`src/rtl/xgmii_pkg.sv`:
```
// Shared XGMII lane encodings, word layout and lane helpers for the GMII->XGMII packer.
package xgmii_pkg;

  localparam int LANES  = 8;
  localparam int DATA_W = 64;
  localparam int WORD_W = 72;

  localparam logic [7:0] XGMII_IDLE  = 8'h07;
  localparam logic [7:0] XGMII_START = 8'hFB;
  localparam logic [7:0] XGMII_TERM  = 8'hFD;
  localparam logic [7:0] XGMII_ERR   = 8'hFE;

  typedef enum logic [1:0] {ST_IDLE, ST_DATA, ST_DROP, ST_ABORT} state_e;

  typedef struct packed {
    logic [LANES-1:0]  ctrl;
    logic [DATA_W-1:0] data;
  } xword_t;

  // Lane 0 = ERR, lane 1 = TERM, rest idle: marks a truncated frame to the reader.
  localparam xword_t ABORT_WORD = '{ctrl: 8'hFF, data: 64'h070707070707FDFE};

  function automatic xword_t lane_insert(input xword_t w, input logic [2:0] lane,
                                         input logic [7:0] b, input logic c);
    xword_t r;
    r = w;
    for (int i = 0; i < LANES; i++) begin
      if (lane == 3'(i)) begin
        r.data[8*i +: 8] = b;
        r.ctrl[i]        = c;
      end
    end
    return r;
  endfunction

  function automatic xword_t term_insert(input xword_t w, input logic [2:0] k);
    xword_t r;
    r = w;
    for (int i = 0; i < LANES; i++) begin
      if (3'(i) == k)      r = lane_insert(r, 3'(i), XGMII_TERM, 1'b1);
      else if (3'(i) > k)  r = lane_insert(r, 3'(i), XGMII_IDLE, 1'b1);
    end
    return r;
  endfunction

endpackage

```
`src/rtl/gmii2xgmii_packer.sv`:
```
// Packs GMII bytes into 72-bit XGMII words; a word is strobed the cycle after its last byte.
// A word offered while fifo_full is high is lost: the frame is dropped and closed with an abort word.
module gmii2xgmii_packer
  import xgmii_pkg::*;
#(
  parameter int CNT_WIDTH = 16
) (
  input  logic                 clk,
  input  logic                 rst,
  input  logic [7:0]           gmii_rxd,
  input  logic                 gmii_rx_dv,
  input  logic                 gmii_rx_er,
  output logic [WORD_W-1:0]    fifo_din,
  output logic                 fifo_wr_en,
  input  logic                 fifo_full,
  output logic [CNT_WIDTH-1:0] drop_cnt,
  output logic                 busy
);

  state_e               state_q, state_d;
  logic [2:0]           lane_q, lane_d;
  xword_t               acc_q, acc_d;
  xword_t               out_q, out_d;
  logic                 pend_q, pend_d;
  logic                 skip_q, skip_d;
  logic [CNT_WIDTH-1:0] drop_cnt_q, drop_cnt_d;

  logic   wr_fire, word_lost, enter_abort;
  xword_t cur_word;

  assign wr_fire     = pend_q & ~fifo_full;
  // The abort word simply waits for space; any other blocked word truncates the frame.
  assign word_lost   = pend_q & fifo_full & (state_q != ST_ABORT);
  assign enter_abort = (state_d == ST_ABORT) && (state_q != ST_ABORT);
  assign cur_word    = gmii_rx_er ? lane_insert(acc_q, lane_q, XGMII_ERR, 1'b1)
                                  : lane_insert(acc_q, lane_q, gmii_rxd, 1'b0);

  always_ff @(posedge clk or posedge rst) begin
    if (rst) begin
      state_q    <= ST_IDLE;
      lane_q     <= '0;
      acc_q      <= '0;
      out_q      <= '0;
      pend_q     <= 1'b0;
      skip_q     <= 1'b0;
      drop_cnt_q <= '0;
    end else begin
      state_q    <= state_d;
      lane_q     <= lane_d;
      acc_q      <= acc_d;
      out_q      <= out_d;
      pend_q     <= pend_d;
      skip_q     <= skip_d;
      drop_cnt_q <= drop_cnt_d;
    end
  end

  always_comb begin
    state_d = state_q;
    if (word_lost) begin
      state_d = gmii_rx_dv ? ST_DROP : ST_ABORT;
    end else begin
      case (state_q)
        ST_IDLE:  if (gmii_rx_dv)  state_d = ST_DATA;
        ST_DATA:  if (!gmii_rx_dv) state_d = ST_IDLE;
        // A frame that began while the abort word waited is discarded without a second abort.
        ST_DROP:  if (!gmii_rx_dv) state_d = skip_q ? ST_IDLE : ST_ABORT;
        ST_ABORT: if (wr_fire)     state_d = gmii_rx_dv ? ST_DROP : ST_IDLE;
        default:                   state_d = ST_IDLE;
      endcase
    end
  end

  always_comb begin
    lane_d     = lane_q;
    acc_d      = acc_q;
    out_d      = out_q;
    pend_d     = (state_q == ST_ABORT) && !wr_fire;
    skip_d     = skip_q;
    drop_cnt_d = drop_cnt_q;
    if (word_lost) begin
      lane_d = '0;
      skip_d = 1'b0;
      if (drop_cnt_q != '1) drop_cnt_d = drop_cnt_q + {{(CNT_WIDTH-1){1'b0}}, 1'b1};
    end
    if (enter_abort) begin
      out_d  = ABORT_WORD;
      pend_d = 1'b1;
      lane_d = '0;
      skip_d = 1'b0;
    end else if (!word_lost) begin
      case (state_q)
        ST_IDLE: begin
          if (gmii_rx_dv) begin
            acc_d  = lane_insert(acc_q, 3'd0, XGMII_START, 1'b1);
            lane_d = 3'd1;
          end
        end
        ST_DATA: begin
          if (!gmii_rx_dv) begin
            out_d  = term_insert(acc_q, lane_q);
            pend_d = 1'b1;
            lane_d = '0;
          end else if (lane_q == 3'd7) begin
            out_d  = cur_word;
            pend_d = 1'b1;
            lane_d = '0;
          end else begin
            acc_d  = cur_word;
            lane_d = lane_q + 3'd1;
          end
        end
        ST_DROP:  if (!gmii_rx_dv) skip_d = 1'b0;
        ST_ABORT: if (wr_fire && gmii_rx_dv) skip_d = 1'b1;
        default: ;
      endcase
    end
  end

  assign fifo_din   = out_q;
  assign fifo_wr_en = wr_fire;
  assign drop_cnt   = drop_cnt_q;
  assign busy       = (state_q != ST_IDLE);

endmodule

```
`config.mk`:
```
export PLATFORM = sky130hd
export DESIGN_NAME = gmii2xgmii_packer
export DESIGN_NICKNAME = d
export VERILOG_FILES = /design/src/rtl/xgmii_pkg.sv /design/src/rtl/gmii2xgmii_packer.sv
export SDC_FILE = /design/constraint.sdc
export NUM_CORES = 1
export LEC_CHECK = 0
export CAP_MARGIN = 30
export CORE_ASPECT_RATIO = 0.5
export CORE_UTILIZATION = 54
export DETAILED_ROUTE_END_ITERATION = 10
export GPL_TIMING_DRIVEN = 1
export PLACE_DENSITY_LB_ADDON = 0.1
export SETUP_SLACK_MARGIN = 0.15
export SYNTH_ARGS = -nofsm -noshare
export SYNTH_HDL_FRONTEND = slang
export SYNTH_SLANG_ARGS = --single-unit
```
`constraint.sdc`:
```
create_clock -name clk -period 7.7 [get_ports clk]
set_input_delay 1.54 -clock clk [delete_from_list [all_inputs] [get_ports clk]]
set_output_delay 1.54 -clock clk [all_outputs]
set_load 0.05 [all_outputs]
```
Word level (Yosys, flattened, before mapping) --
Index checks and enable logic that the tools add are counted.
Operators by class: $add $sub $neg 2, $lt $le $gt $ge 8, equal/unequal tests 25, muxes and demuxes 93, bitwise operators 8, reduce and logical (&&, ||, !) cells 13
Operators with widths (number):
- $mux W72 | 18
- $mux W65 | 3
- $pmux W72 S2 | 1
- $mux W71 | 2
- $mux W70 | 2
- $mux W69 | 2
- $mux W68 | 2
- $mux W67 | 2
- $mux W66 | 2
- $mux W8 | 16
- $mux W1 | 27
- $mux W3 | 6
- $add A16 B1 Y16 const B | 1
- $ne A16 B16 Y1 const B | 1
- $mux W2 | 7
- $eq A3 B3 Y1 const A | 4
- $eq A3 B3 Y1 const B | 4
- $gt A3 B3 Y1 const A | 4
- $reduce_and A6 Y1 | 2
- $ne A2 B2 Y1 const B | 4
- $pmux W2 S4 | 1
- $eq A2 B2 Y1 const B | 3
- $eq A2 B3 Y1 const A | 2
- $eq A3 B2 Y1 const B | 2
- other kinds (19) | 31
Storage, ports and cells: register bits 167, output and inout port bits 90, word-level logic and storage cells 160

Depth between registers and ports, before layout --
depth after elaboration 30, depth in mapped cells 10, mapped depth without buffers 6

Worst setup path before layout --
No wires, ideal clock.
kind input-to-output, from in fifo_full, to out fifo_wr_en, data arrival time 2.324 ns, setup slack 3.836 ns, stages on the path 1, path buffers 0, cells stage by stage nor2b_1
Between the ends: longest elaborated chain between the ends 2
Ends and longest elaborated chain:
- start, declared | RTL line gmii2xgmii_packer.sv:15 | input logic fifo_full,
- $not A1 Y1 | RTL line gmii2xgmii_packer.sv:31 | assign wr_fire = pend_q & ~fifo_full;
- $and A1 B1 Y1 | RTL line gmii2xgmii_packer.sv:31
- end, declared | RTL line gmii2xgmii_packer.sv:14 | output logic fifo_wr_en,
Every way passes these cells.

Worst setup path in the final report --
Ends and elaborated chain as after synthesis.

==> run_results.csv <==
group,metric,value,unit
sta,tns,0,ns
finish,multi_input_area,2990,um2
floorplanning,dieWidth,165,um
floorplanning,io_pins,103,
power,swShare,41.3,%
sta,rsz0062_at_grt,"false",
run,cap_viol_max_count,0,
synth,synth_top_flop_cell,"dfrtp_1",
power,powerDensity,381,nW/um2
synth,synthDistinctLibCells,54,
worst_setup_path,critPathCapture,"fifo_wr_en",
finish,n_fill_cell,1002,
worst_setup_path,criticalPathCategory,"in2out",
clock_tree,clk_pin_slew,0.06,ns
power,seq_power_share,35.2,%
routing,dr.first_iter.drc_count,688,
power,p_comb_share,39.0,%
outcome,status,"completed",
sta,max_slew_margin,34.0,%
sta,setup_viol,0,
worst_setup_path,reg2reg_from,"lane_q[1]",
synth,synth_edf_count,0,
sta,post-route-period-util,60.7,%
clock_tree,cts_htree_levels,4,
routing,wirelength,19600,um
synth,seq_area_frac_synth,55.0,%
global_routing,grt_max_degree,89,
routing,first_pass_iters,5,
sta,hold_viol,0,
global_routing,grt_pass1_wl,31200,um
worst_setup_path,cp.arrival,3.14,ns
clock_tree,insertion_delay,0.42,ns
power,leakage,0.00379,uW
routing,vias,6104,
clock_tree,cts_max_path_buffers,2,
worst_setup_path,worst_setup_path_end_kind,"output pin",
synth,avgSynthCellArea,9.77,um2
floorplanning,die_h,83.6,um
power,ir_drop,0.301,mV
clock_tree,root_buffer,"clkbuf_16",
sta,tightest_slew,0.989,ns
placement,post_dp_cell_area,8310,um2
clock_tree,clock-sinks,158,
routing,remaining_drc_errors,0,
worst_setup_path,critPathMaxFanout,4,
synth,ys_ff_latch,158,
power,finalPower,3390,uW
worst_setup_path,r2r_end,"fifo_din[48]",
placement,numPortBuffers,102,
worst_setup_path,reg2reg_slack,4.20,ns
finish,syn_to_final_growth,24.1,%
worst_setup_path,crit_start,"fifo_full",
floorplanning,design.die.area,13800,um2
routing,ant_nets,0,
global_routing,antenna_found_initial,0,
floorplanning,fp-row-count,29,
global_routing,overflow,0,
clock_tree,post_cts_buffers,0,
sta,final.setup_skew,0.0114,ns
routing,wire_per_inst,19.7,um
clock_tree,cts_inserted_buffers,17,
clock_tree,cts_hold_buf,0,
finish,drive_gt1_share,8.13,%
global_routing,grt_pass1_vias,5689,
worst_hold_path,min_path_type,"reg2reg",
placement,hpwl,12500,um
sta,fmax,0.214,GHz
routing,vias_per_cell,6.14,
synth,async_reset_ff_share,100,%
power,power.net_switching,1400,uW
worst_setup_path,r2r_cells,7,
finish,post-route-cell-area,8920,um2
global_routing,grt_usage,29.7,%
finish,antenna-diode-count,0,
power,p_int,1990,uW
synth,synth_fp_nets,753,
power,power_frac_clock,25.7,%
placement,globalplace.congestion,0.804,
synth,syn_area,7180,um2
clock_tree,cts_resized,0,
synth,syn_inst,735,
floorplanning,core_region_area,12800,um2
floorplanning,start_util,56.1,%
finish,layout.nets,830,
clock_tree,cts_tree,"built",
sta,slew_violations,0,
finish,register_area,3950,um2
worst_setup_path,worstPathRequired,6.16,ns
worst_setup_path,cp-start-kind,"input pin",
sta,period_minus_slack,4.68,ns
synth,yosysWarningCount,0,
through the flow:
| step | hold WS, ns | util, % | instances | worst slack [ns] |
|---|---|---|---|---|
| 2_1_floorplan | 0.446 | - | 735 | 1.90 |
| 4_1_cts | 0.485 | 69.6 | 993 | 3.02 |
| 6_report | 0.481 | 69.6 | 994 | 3.02 |
| 3_5_place_dp | 0.470 | 64.9 | 962 | 3.03 |
| 3_3_place_gp | 0.460 | 64.9 | 962 | 3.06 |
| 5_1_grt | 0.502 | 69.6 | 994 | 2.93 |
worst min path at each step:
stage,startpoint,end,slack [ns],cells past startpoint
finish,acc_q[17],acc_q[17],0.48,2
floorplan,acc_q[48],acc_q[48],0.45,2
detailed placement,acc_q[48],acc_q[48],0.47,2
global placement,acc_q[18],acc_q[18],0.46,2
CTS,acc_q[44],acc_q[44],0.48,2
global route,fifo_din[66],fifo_din[66],0.50,1
power groups by stage:
stage | clock [uW] | sequential (uW) | combinational (uW)
2_1_floorplan | 0 | 1610 | 478
3_3_place_gp | 0 | 1200 | 1300
3_5_place_dp | 0 | 1210 | 1320
4_1_cts | 877 | 1190 | 1330
5_1_grt | 914 | 1220 | 1410
6_report | 874 | 1200 | 1320
per-layer routing:
layer	track usage (%)	vias up	share of wire (%)
met5	0	-	0
met4	7.01	0	1.0
met3	7.55	21	8.4
met2	43.4	242	45
met1	44.3	3018	46
li1	-	2823	-
placed cells by master, fill, tap and decap left out, drive strengths merged, types with 3 or more instances in the layout:
master / synthesis / layout
and2: 4 / 4
nand4: 15 / 15
dfrtp: 158 / 158
a221oi: 29 / 29
clkbuf: 47 / 19
o21ai: 108 / 108
or2: 3 / 3
inv: 10 / 13
nand2: 90 / 90
nand3: 19 / 19
a31oi: 3 / 3
o221ai: 3 / 3
nor4: 5 / 5
nand2b: 5 / 5
xor2: 14 / 14
buf: 10 / 13
nor2: 63 / 63
nor2b: 9 / 9
a21oi: 39 / 39
nor3b: 3 / 3
clkdlybuf4s50: 0 / 102
clkinv: 0 / 3
clkinvlp: 0 / 3
a22oi: 7 / 7
and3: 5 / 5
o211ai: 9 / 9
a221o: 5 / 5
nor4b: 3 / 3
nor3: 5 / 5
mux2: 12 / 12
o22ai: 17 / 17
o21a: 4 / 4
bufinv: 0 / 3
ha: 5 / 5
Yosys cell counts, types with 5 or more instances:
cell      count  area share (%)
xor2_1       14             1.7
nor2b_1       9            0.78
nor3_1        5            0.35
and3_1        5            0.44
nand3_1      19             1.3
nand2_1      90             4.7
mux2_2       12             1.9
a21oi_1      39             2.7
dfrtp_1     158              55
o21ai_0     108             7.5
buf_2         6            0.42
o211ai_1      9            0.94
nor2_1       63             3.3
a221o_1       5            0.70
nand2b_1      5            0.44
clkbuf_1     47             2.5
o22ai_1      17             1.5
ha_1          5            0.87
inv_1        10            0.52
nand4_1      15             1.3
a221oi_1     29             3.5
a22oi_1       7            0.73
critical path, cell delays in order:
cell             delay, ns
clkdlybuf4s50_1       0.44
nor2b_1               0.29
clkdlybuf4s50_1       0.87
cells by family after synthesis:
family	after synthesis	synth area share (%)
AO/OA/AOI/OAI	239	20.8
XOR/XNOR	14	1.71
adder cells (fa/ha/maj)	5	0.871
buffers and inverters	67	3.71
flip-flops	158	55.0
multiplexers	14	2.16
AND/OR/NAND/NOR	238	15.7
state kept, by name (all words and copies together), names as in the netlist:
name / count
fifo_din: 72
acc_q: 63
drop_cnt: 16
lane_q: 3
state_q: 2
pend_q: 1
skip_q: 1
layout make-up:
cell class	count	share of cell area, %
Inverter	10	0.477
Timing Repair Buffer	115	12.5
Multi-Input combinational cell	510	33.5
Tap cell	170	2.38
Sequential cell	158	44.3
Clock buffer	19	4.97
Clock inverter	12	1.81
(Power assumes the default switching activity.)
